[config.mk]
export PLATFORM = sky130hd
export DESIGN_NAME = dma_copy
export DESIGN_NICKNAME = d
export VERILOG_FILES = /design/src/rtl/dma_copy.sv
export SDC_FILE = /design/constraint.sdc
export NUM_CORES = 1
export LEC_CHECK = 0
export ABC_CLOCK_PERIOD_IN_PS = 2300
export CORE_MARGIN = 5
export CORE_UTILIZATION = 34
export CTS_CLUSTER_DIAMETER = 30
export DETAILED_ROUTE_END_ITERATION = 12
export SETUP_SLACK_MARGIN = 0.05
export SYNTH_ARGS = -nofsm -noshare
export SYNTH_HDL_FRONTEND = slang
export SYNTH_SLANG_ARGS = --single-unit
[constraint.sdc]
create_clock -name clk_i -period 2.3 [get_ports clk_i]
set_input_delay 0.575 -clock clk_i [delete_from_list [all_inputs] [get_ports clk_i]]
set_output_delay 0.575 -clock clk_i [all_outputs]
set_load 0.01 [all_outputs]
[src/rtl/dma_copy.sv]
// dma_copy: memory-to-memory word copy engine with a register device port and a bus host port.
// Optional fill mode (write PATTERN to LEN words instead of copying) is built when DMA_COPY_FILL_EN
// is defined.
module dma_copy #(
  parameter int unsigned DataWidth    = 32,
  parameter int unsigned AddressWidth = 32,
  parameter int unsigned LenWidth     = 16
) (
  input  logic                    clk_i,
  input  logic                    rst_ni,
  input  logic                    dev_req_i,
  input  logic                    dev_we_i,
  input  logic [3:0]              dev_be_i,
  input  logic [AddressWidth-1:0] dev_addr_i,
  input  logic [DataWidth-1:0]    dev_wdata_i,
  output logic                    dev_rvalid_o,
  output logic [DataWidth-1:0]    dev_rdata_o,
  output logic                    dev_err_o,
  output logic                    host_req_o,
  input  logic                    host_gnt_i,
  output logic [AddressWidth-1:0] host_addr_o,
  output logic                    host_we_o,
  output logic [3:0]              host_be_o,
  output logic [DataWidth-1:0]    host_wdata_o,
  input  logic                    host_rvalid_i,
  input  logic [DataWidth-1:0]    host_rdata_i,
  input  logic                    host_err_i,
  output logic                    dma_intr_o
);

  localparam logic [2:0] StIdle   = 3'd0;
  localparam logic [2:0] StRdReq  = 3'd1;
  localparam logic [2:0] StRdWait = 3'd2;
  localparam logic [2:0] StWrReq  = 3'd3;
  localparam logic [2:0] StWrWait = 3'd4;

  localparam logic [2:0] OffSrc     = 3'd0;
  localparam logic [2:0] OffDst     = 3'd1;
  localparam logic [2:0] OffLen     = 3'd2;
  localparam logic [2:0] OffCtrl    = 3'd3;
  localparam logic [2:0] OffStatus  = 3'd4;
  localparam logic [2:0] OffPattern = 3'd5;

`ifdef DMA_COPY_FILL_EN
  localparam bit FillEn = 1'b1;
`else
  localparam bit FillEn = 1'b0;
`endif

  logic [2:0]              state_q, state_d;
  logic [AddressWidth-1:0] src_q, src_d, dst_q, dst_d;
  logic [AddressWidth-1:0] src_ptr_q, src_ptr_d, dst_ptr_q, dst_ptr_d;
  logic [LenWidth-1:0]     len_q, len_d, cnt_q, cnt_d;
  logic [DataWidth-1:0]    buf_q, buf_d;
  logic                    irq_en_q, irq_en_d;
  logic                    done_q, done_d, err_q, err_d;
  logic                    dev_rvalid_q;
  logic [DataWidth-1:0]    dev_rdata_q, dev_rdata_d;
  logic                    dev_err_q, dev_err_d;

  logic                    fill_cfg, fill_start;
  logic [DataWidth-1:0]    pattern_val;
  logic [DataWidth-1:0]    rd_mux;
  logic [2:0]              reg_off;
  logic                    reg_wr, reg_rd, ctrl_wr, status_wr, off_ok, busy;
  logic                    start_req, start_go, start_zero;
  logic                    fin_set, err_set;

  assign reg_off   = dev_addr_i[4:2];
  assign reg_wr    = dev_req_i & dev_we_i;
  assign reg_rd    = dev_req_i & ~dev_we_i;
  assign ctrl_wr   = reg_wr & (reg_off == OffCtrl);
  assign status_wr = reg_wr & (reg_off == OffStatus);
  assign busy      = (state_q != StIdle);

  // start is only honoured from IDLE; LEN is sampled as it stands before this write
  assign start_req  = ctrl_wr & dev_wdata_i[0] & ~busy;
  assign start_go   = start_req & (len_q != '0);
  assign start_zero = start_req & (len_q == '0);

  logic unused_dev;
  assign unused_dev = ^{dev_be_i, dev_addr_i[AddressWidth-1:5], dev_addr_i[1:0]};

`ifdef DMA_COPY_FILL_EN
  logic                 fill_q, fill_d;
  logic [DataWidth-1:0] pattern_q, pattern_d;

  always_comb begin
    fill_d    = fill_q;
    pattern_d = pattern_q;
    if (ctrl_wr && !busy) begin
      fill_d = dev_wdata_i[2];
    end
    if (reg_wr && (reg_off == OffPattern)) begin
      pattern_d = dev_wdata_i;
    end
  end

  always_ff @(posedge clk_i) begin
    if (!rst_ni) begin
      fill_q    <= 1'b0;
      pattern_q <= '0;
    end else begin
      fill_q    <= fill_d;
      pattern_q <= pattern_d;
    end
  end

  assign fill_cfg    = fill_q;
  assign fill_start  = fill_d;
  assign pattern_val = pattern_q;
`else
  assign fill_cfg    = 1'b0;
  assign fill_start  = 1'b0;
  assign pattern_val = '0;
`endif

  // Register decode and read mux
  always_comb begin
    off_ok = 1'b1;
    rd_mux = '0;
    unique case (reg_off)
      OffSrc:     rd_mux = DataWidth'(src_q);
      OffDst:     rd_mux = DataWidth'(dst_q);
      OffLen:     rd_mux = DataWidth'(len_q);
      OffCtrl:    rd_mux = DataWidth'({fill_cfg, irq_en_q, 1'b0});
      OffStatus:  rd_mux = DataWidth'({err_q, done_q, busy});
      OffPattern: begin
        off_ok = FillEn;
        rd_mux = pattern_val;
      end
      default:    off_ok = 1'b0;
    endcase
  end

  always_comb begin
    dev_err_d   = dev_req_i & ~off_ok;
    dev_rdata_d = (reg_rd && off_ok) ? rd_mux : '0;
  end

  // Configuration registers; SRC/DST/LEN are frozen while a copy runs
  always_comb begin
    src_d    = src_q;
    dst_d    = dst_q;
    len_d    = len_q;
    irq_en_d = irq_en_q;
    if (reg_wr && !busy) begin
      if (reg_off == OffSrc) src_d = AddressWidth'(dev_wdata_i) & ~AddressWidth'(3);
      if (reg_off == OffDst) dst_d = AddressWidth'(dev_wdata_i) & ~AddressWidth'(3);
      if (reg_off == OffLen) len_d = dev_wdata_i[LenWidth-1:0];
    end
    if (ctrl_wr) begin
      irq_en_d = dev_wdata_i[1];
    end
  end

  // Copy engine
  always_comb begin
    state_d   = state_q;
    src_ptr_d = src_ptr_q;
    dst_ptr_d = dst_ptr_q;
    cnt_d     = cnt_q;
    buf_d     = buf_q;
    fin_set   = 1'b0;
    err_set   = 1'b0;
    unique case (state_q)
      StIdle: begin
        if (start_go) begin
          src_ptr_d = src_q;
          dst_ptr_d = dst_q;
          cnt_d     = len_q;
          if (fill_start) begin
            buf_d   = pattern_val;
            state_d = StWrReq;
          end else begin
            state_d = StRdReq;
          end
        end
      end
      StRdReq: begin
        if (host_gnt_i) state_d = StRdWait;
      end
      StRdWait: begin
        if (host_rvalid_i) begin
          if (host_err_i) begin
            fin_set = 1'b1;
            err_set = 1'b1;
            state_d = StIdle;
          end else begin
            buf_d   = host_rdata_i;
            state_d = StWrReq;
          end
        end
      end
      StWrReq: begin
        if (host_gnt_i) state_d = StWrWait;
      end
      StWrWait: begin
        if (host_rvalid_i) begin
          if (host_err_i) begin
            fin_set = 1'b1;
            err_set = 1'b1;
            state_d = StIdle;
          end else begin
            src_ptr_d = src_ptr_q + AddressWidth'(4);
            dst_ptr_d = dst_ptr_q + AddressWidth'(4);
            cnt_d     = cnt_q - LenWidth'(1);
            if (cnt_q == LenWidth'(1)) begin
              fin_set = 1'b1;
              state_d = StIdle;
            end else begin
              state_d = fill_cfg ? StWrReq : StRdReq;
            end
          end
        end
      end
      default: state_d = StIdle;
    endcase
  end

  // Sticky status: completion events win over a same-cycle W1C
  always_comb begin
    done_d = done_q;
    err_d  = err_q;
    if (status_wr) begin
      if (dev_wdata_i[1]) done_d = 1'b0;
      if (dev_wdata_i[2]) err_d = 1'b0;
    end
    if (start_go) begin
      done_d = 1'b0;
      err_d  = 1'b0;
    end
    if (start_zero || fin_set) done_d = 1'b1;
    if (err_set) err_d = 1'b1;
  end

  always_ff @(posedge clk_i) begin
    if (!rst_ni) begin
      state_q      <= StIdle;
      src_q        <= '0;
      dst_q        <= '0;
      len_q        <= '0;
      irq_en_q     <= 1'b0;
      done_q       <= 1'b0;
      err_q        <= 1'b0;
      src_ptr_q    <= '0;
      dst_ptr_q    <= '0;
      cnt_q        <= '0;
      buf_q        <= '0;
      dev_rvalid_q <= 1'b0;
      dev_rdata_q  <= '0;
      dev_err_q    <= 1'b0;
    end else begin
      state_q      <= state_d;
      src_q        <= src_d;
      dst_q        <= dst_d;
      len_q        <= len_d;
      irq_en_q     <= irq_en_d;
      done_q       <= done_d;
      err_q        <= err_d;
      src_ptr_q    <= src_ptr_d;
      dst_ptr_q    <= dst_ptr_d;
      cnt_q        <= cnt_d;
      buf_q        <= buf_d;
      dev_rvalid_q <= dev_req_i;
      dev_rdata_q  <= dev_rdata_d;
      dev_err_q    <= dev_err_d;
    end
  end

  assign dev_rvalid_o = dev_rvalid_q;
  assign dev_rdata_o  = dev_rdata_q;
  assign dev_err_o    = dev_err_q;

  // Request is gated by reset so it drops in the same cycle reset is applied
  assign host_req_o   = rst_ni & ((state_q == StRdReq) | (state_q == StWrReq));
  assign host_we_o    = (state_q == StWrReq);
  assign host_addr_o  = (state_q == StRdReq) ? src_ptr_q : dst_ptr_q;
  assign host_be_o    = 4'hF;
  assign host_wdata_o = buf_q;
  assign dma_intr_o   = done_q & irq_en_q;

endmodule
==> run summary <==
The flow ran to the end, but the final reports show violations. The checks that failed: setup timing. The share of synthesized flip-flops with an asynchronous set or reset was 0%. By instance count, the leading cell after synthesis is sky130_fd_sc_hd__nand2_1. For the initial standard-cell utilization of the core, the log shows 34.6%.

The run gives 57 as the number of CTS-inserted buffers. The tool flagged a number of max-cap violations equal to 0. For the maximum number of buffers from clock root to sink, the log shows 3. The mean routed wirelength per cell came out at 18.3 um. The smallest hold slack was 0.450 ns; the vertical extent of the die was 187 um.

For this run, the slowest stage of the critical path takes 0.33 ns. A synthesized cell averages 7.60 um^2. The share of the synthesized area in the top cell type is 42.2%.

For the detailed-placement wirelength estimate, the log shows 26000 um. In the synthesized netlist the dominant register cell turns out to be sky130_fd_sc_hd__dfxtp_1. Post-synthesis share of cell area spent on and, or, nand and nor gates: 25.4%.

In the routed layout, each cell is associated on average with a via count of 5.42. For this run, design rule violations remaining after detail routing come to 0. Counting the fill cells in the layout gives 2867. In the final layout, the share of cells above drive strength 1 is 18.0%.

The final number of hold-violating endpoints came out at 0. The logs give 34900 um^2 for the total die area and 13400 uW for the total power of the final layout. The cell at the root of the clock tree is sky130_fd_sc_hd__clkbuf_16. The first global-routing pass estimated 61100 um of wire. Clock-pin slew was measured on the worst setup and hold paths at 0.04 ns.

The H-tree generated during clock tree synthesis spans 2 levels. The dominant combinational cell family by area after synthesis is simple AND/OR/NAND/NOR gates. The netlist uses 72 different library cells. The sum of buffers and inverters on the critical path came out at 4. The final critical path takes up 110% of the cycle.

The clock arrives with 0.0323 ns of skew. From left edge to right edge, the die measures 187 um. The final-report max-slew violation count was 0; the clock net sink count was 224. The net count of the finished layout is 1738. The share of the synthesized netlist area taken by xor and xnor gates is 0.0825%.

The total overflow reported by the global router is 0. The worst setup path is of the flip-flop to output pin kind. The logs give 20.9% for the total global-route track usage and 0 for the number of nets with antenna violations after routing. The site row count is 64. Setup repair after global routing could not meet its margin everywhere. The relative slew slack is 50.0%, and the detailed-router iteration count before antenna repair is 5. Yosys mapped a number of flops with a built-in enable equal to 0. Pin placement for this block handled 212 I/O pins. Initial antenna violation count: 0.

Broken down by cell family, the worst path's largest delay share belongs to buffers and inverters. In this design, the critical path's most frequently occurring cell is sky130_fd_sc_hd__buf_12. Walking the worst path, the cells encountered are nor3_4 > buf_12 > buf_12 > buf_16 > mux2_4 > buf_6.

Summed over all instances, the cell type with the most area after synthesis is sky130_fd_sc_hd__dfxtp_1. The total area inside the core boundary comes to 30700 um^2. Ranked by total cell area, the synthesized netlist is headed by sky130_fd_sc_hd__dfxtp_1, sky130_fd_sc_hd__nand2_1, sky130_fd_sc_hd__a21oi_1. The Yosys step of the flow raised 0 warnings. The leakage power summed over all cells was 0.00569 uW; the number of flip-flops and latches in the synthesized netlist was 224.

For the worst setup slack after layout, the log shows -0.229 ns. STA puts the critical path data required time at 1.73 ns. The area growth from synthesis to layout is 49.7%. The first routing iteration left 836 violations. Of the synthesized area, sequential elements account for 42.2%. At the worst endpoint, the arrival time is 1.95 ns.

The final critical path time including I/O delays and setup works out to 2.53 ns. TritonCTS built the clock tree. At the pin with the least slew margin, the transition time is 0.750 ns.

The number of global-route vias before repair came out at 11000. The post-detailed-routing wire length is 37800 um, and the number of setup violations in the final report is 30. The slowest stage of the critical path belongs to the cell sky130_fd_sc_hd__dfxtp_2.

Entering global routing, the biggest net connects 72 pins. Startpoint type of the worst setup path: a flip-flop. Timing would allow up to 395 MHz. The commonest cells after synthesis are sky130_fd_sc_hd__nand2_1, sky130_fd_sc_hd__dfxtp_1, sky130_fd_sc_hd__a21oi_1. Final weighted congestion of routability-driven global placement: 0.852. Of all nets on the critical path, the largest fanout is 8. The number of hold buffers added after cts is 0, and the source-to-sink clock delay at the later pin of the worst-skew pair is 0.58 ns. The accumulated negative setup slack was -5.05 ns.

The worst-case IR drop observed on VDD is 843 uV. Kind of end point of the critical path: an output pin. Synthesis produced 1397 cells. The detailed-route via count came out at 11200. The path class of the tightest hold or removal check is flip-flop to flip-flop. Buffers placed on the I/O ports in this run total 172.

The netlist area before placement is 10600 um^2. The mux contribution to synthesized area is 4.49%, and the adder and majority gate portion of the synthesized area is 0.471%. Power spread over the standard cell area amounts to 841 nW/um^2. The complex-gate fraction of the synthesized area is 22.7%. The antenna diode instance count was 0.
layout by cell type (no fill, tap or decap), types with 15 or more instances in the layout:
master                            count
sky130_fd_sc_hd__nand2_1            335
sky130_fd_sc_hd__dfxtp_1            219
sky130_fd_sc_hd__a21oi_1            212
sky130_fd_sc_hd__clkdlybuf4s50_1    140
sky130_fd_sc_hd__nor2_1             105
sky130_fd_sc_hd__buf_4               82
sky130_fd_sc_hd__clkbuf_16           58
sky130_fd_sc_hd__o21ai_0             35
sky130_fd_sc_hd__nand4_1             31
sky130_fd_sc_hd__buf_6               31
sky130_fd_sc_hd__mux2_4              28
sky130_fd_sc_hd__nand3_1             27
sky130_fd_sc_hd__nor3_1              20
sky130_fd_sc_hd__o21ai_1             18
sky130_fd_sc_hd__a22oi_1             18
sky130_fd_sc_hd__buf_12              18
sky130_fd_sc_hd__mux2i_1             15
worst paths after layout:
| path | startpoint | endpoint | slack, ns | depth (start not counted) |
|---|---|---|---|---|
| max reg2reg | dst_ptr_q[14] | dst_ptr_q[22] | 0.19 | 5 |
| max | state_q[2] | host_addr_o[25] | -0.23 | 6 |
| min | host_wdata_o[21] | host_wdata_o[21] | 0.45 | 2 |
| min reg2reg | host_wdata_o[21] | host_wdata_o[21] | 0.45 | 2 |
registers in the layout (all words and copies together), names as in the netlist:
| register | flops |
|---|---|
| dst_ptr_q | 30 |
| dev_rdata_o | 32 |
| len_q | 16 |
| host_wdata_o | 32 |
| src_ptr_q | 30 |
| dev_rvalid_o | 1 |
| dev_err_o | 1 |
| err_q | 1 |
| state_q | 3 |
| src_q | 30 |
| cnt_q | 16 |
| dst_q | 30 |
| irq_en_q | 1 |
| done_q | 1 |
worst min-delay path: cells and delay by family, from the launching register on:
kind,cells,cell delay (ns)
AOI/OAI and AO/OA,1,0.05
DFF,1,0.30
and+or+nand+nor,1,0.05
stage by stage:
step | worst slack (ns) | instance area, um^2 | util [%] | instances
floorplan | 0.0253 | 10600 | - | 1401
global placement | -0.249 | 13400 | 43.6 | 1956
detailed placement | -0.285 | 13400 | 43.6 | 1956
CTS | -0.289 | 15900 | 51.7 | 2069
global route | -0.288 | 15900 | 51.8 | 2071
finish | -0.229 | 15900 | 51.8 | 2071
where the power goes:
group	internal, uW	switching [uW]
clock	6420	2580
combinational	205	231
sequential	3920	20.0
total	10500	2830
logic make-up (layout without fill, tap and decap cells):
kind of cell	count (synthesis)	count (layout)
AOI/OAI and AO/OA	401	401
xor gates and xnor gates	1	1
and+or+nand+nor	601	601
adders and majority gates	4	4
DFF	224	224
buffers and inverters	120	394
other	2	6
muxes	44	44
final cells by class:
| type | instances | area, um^2 | area share (%) |
|---|---|---|---|
| Multi-Input combinational cell | 1057 | 5840 | 36.7 |
| Sequential cell | 224 | 4490 | 28.3 |
| Timing Repair Buffer | 278 | 2830 | 17.8 |
| Clock buffer | 68 | 1570 | 9.87 |
| Clock inverter | 39 | 631 | 3.97 |
| Tap cell | 396 | 495 | 3.12 |
| Inverter | 9 | 36.3 | 0.228 |
timing repair:
action | in CTS | in global routing
pin swaps | 1 | 2
setup endpoints to repair | 32 | 35
setup buffers | 3 | 3
gates cloned | 3 | 0
resized for setup | 202 | 11
endpoints found under the hold margin | 0 | 0
routing by layer:
metal	vias up	wire length, um	global-route usage, %	share of wire, %
li1	5396	-	-	-
met1	5311	17000	29.7	45
met2	464	16700	32.0	44
met3	57	3470	5.40	9.2
met4	0	654	4.88	1.7
met5	-	0	0	0
Note: power is estimated with default switching activity, not from simulation.
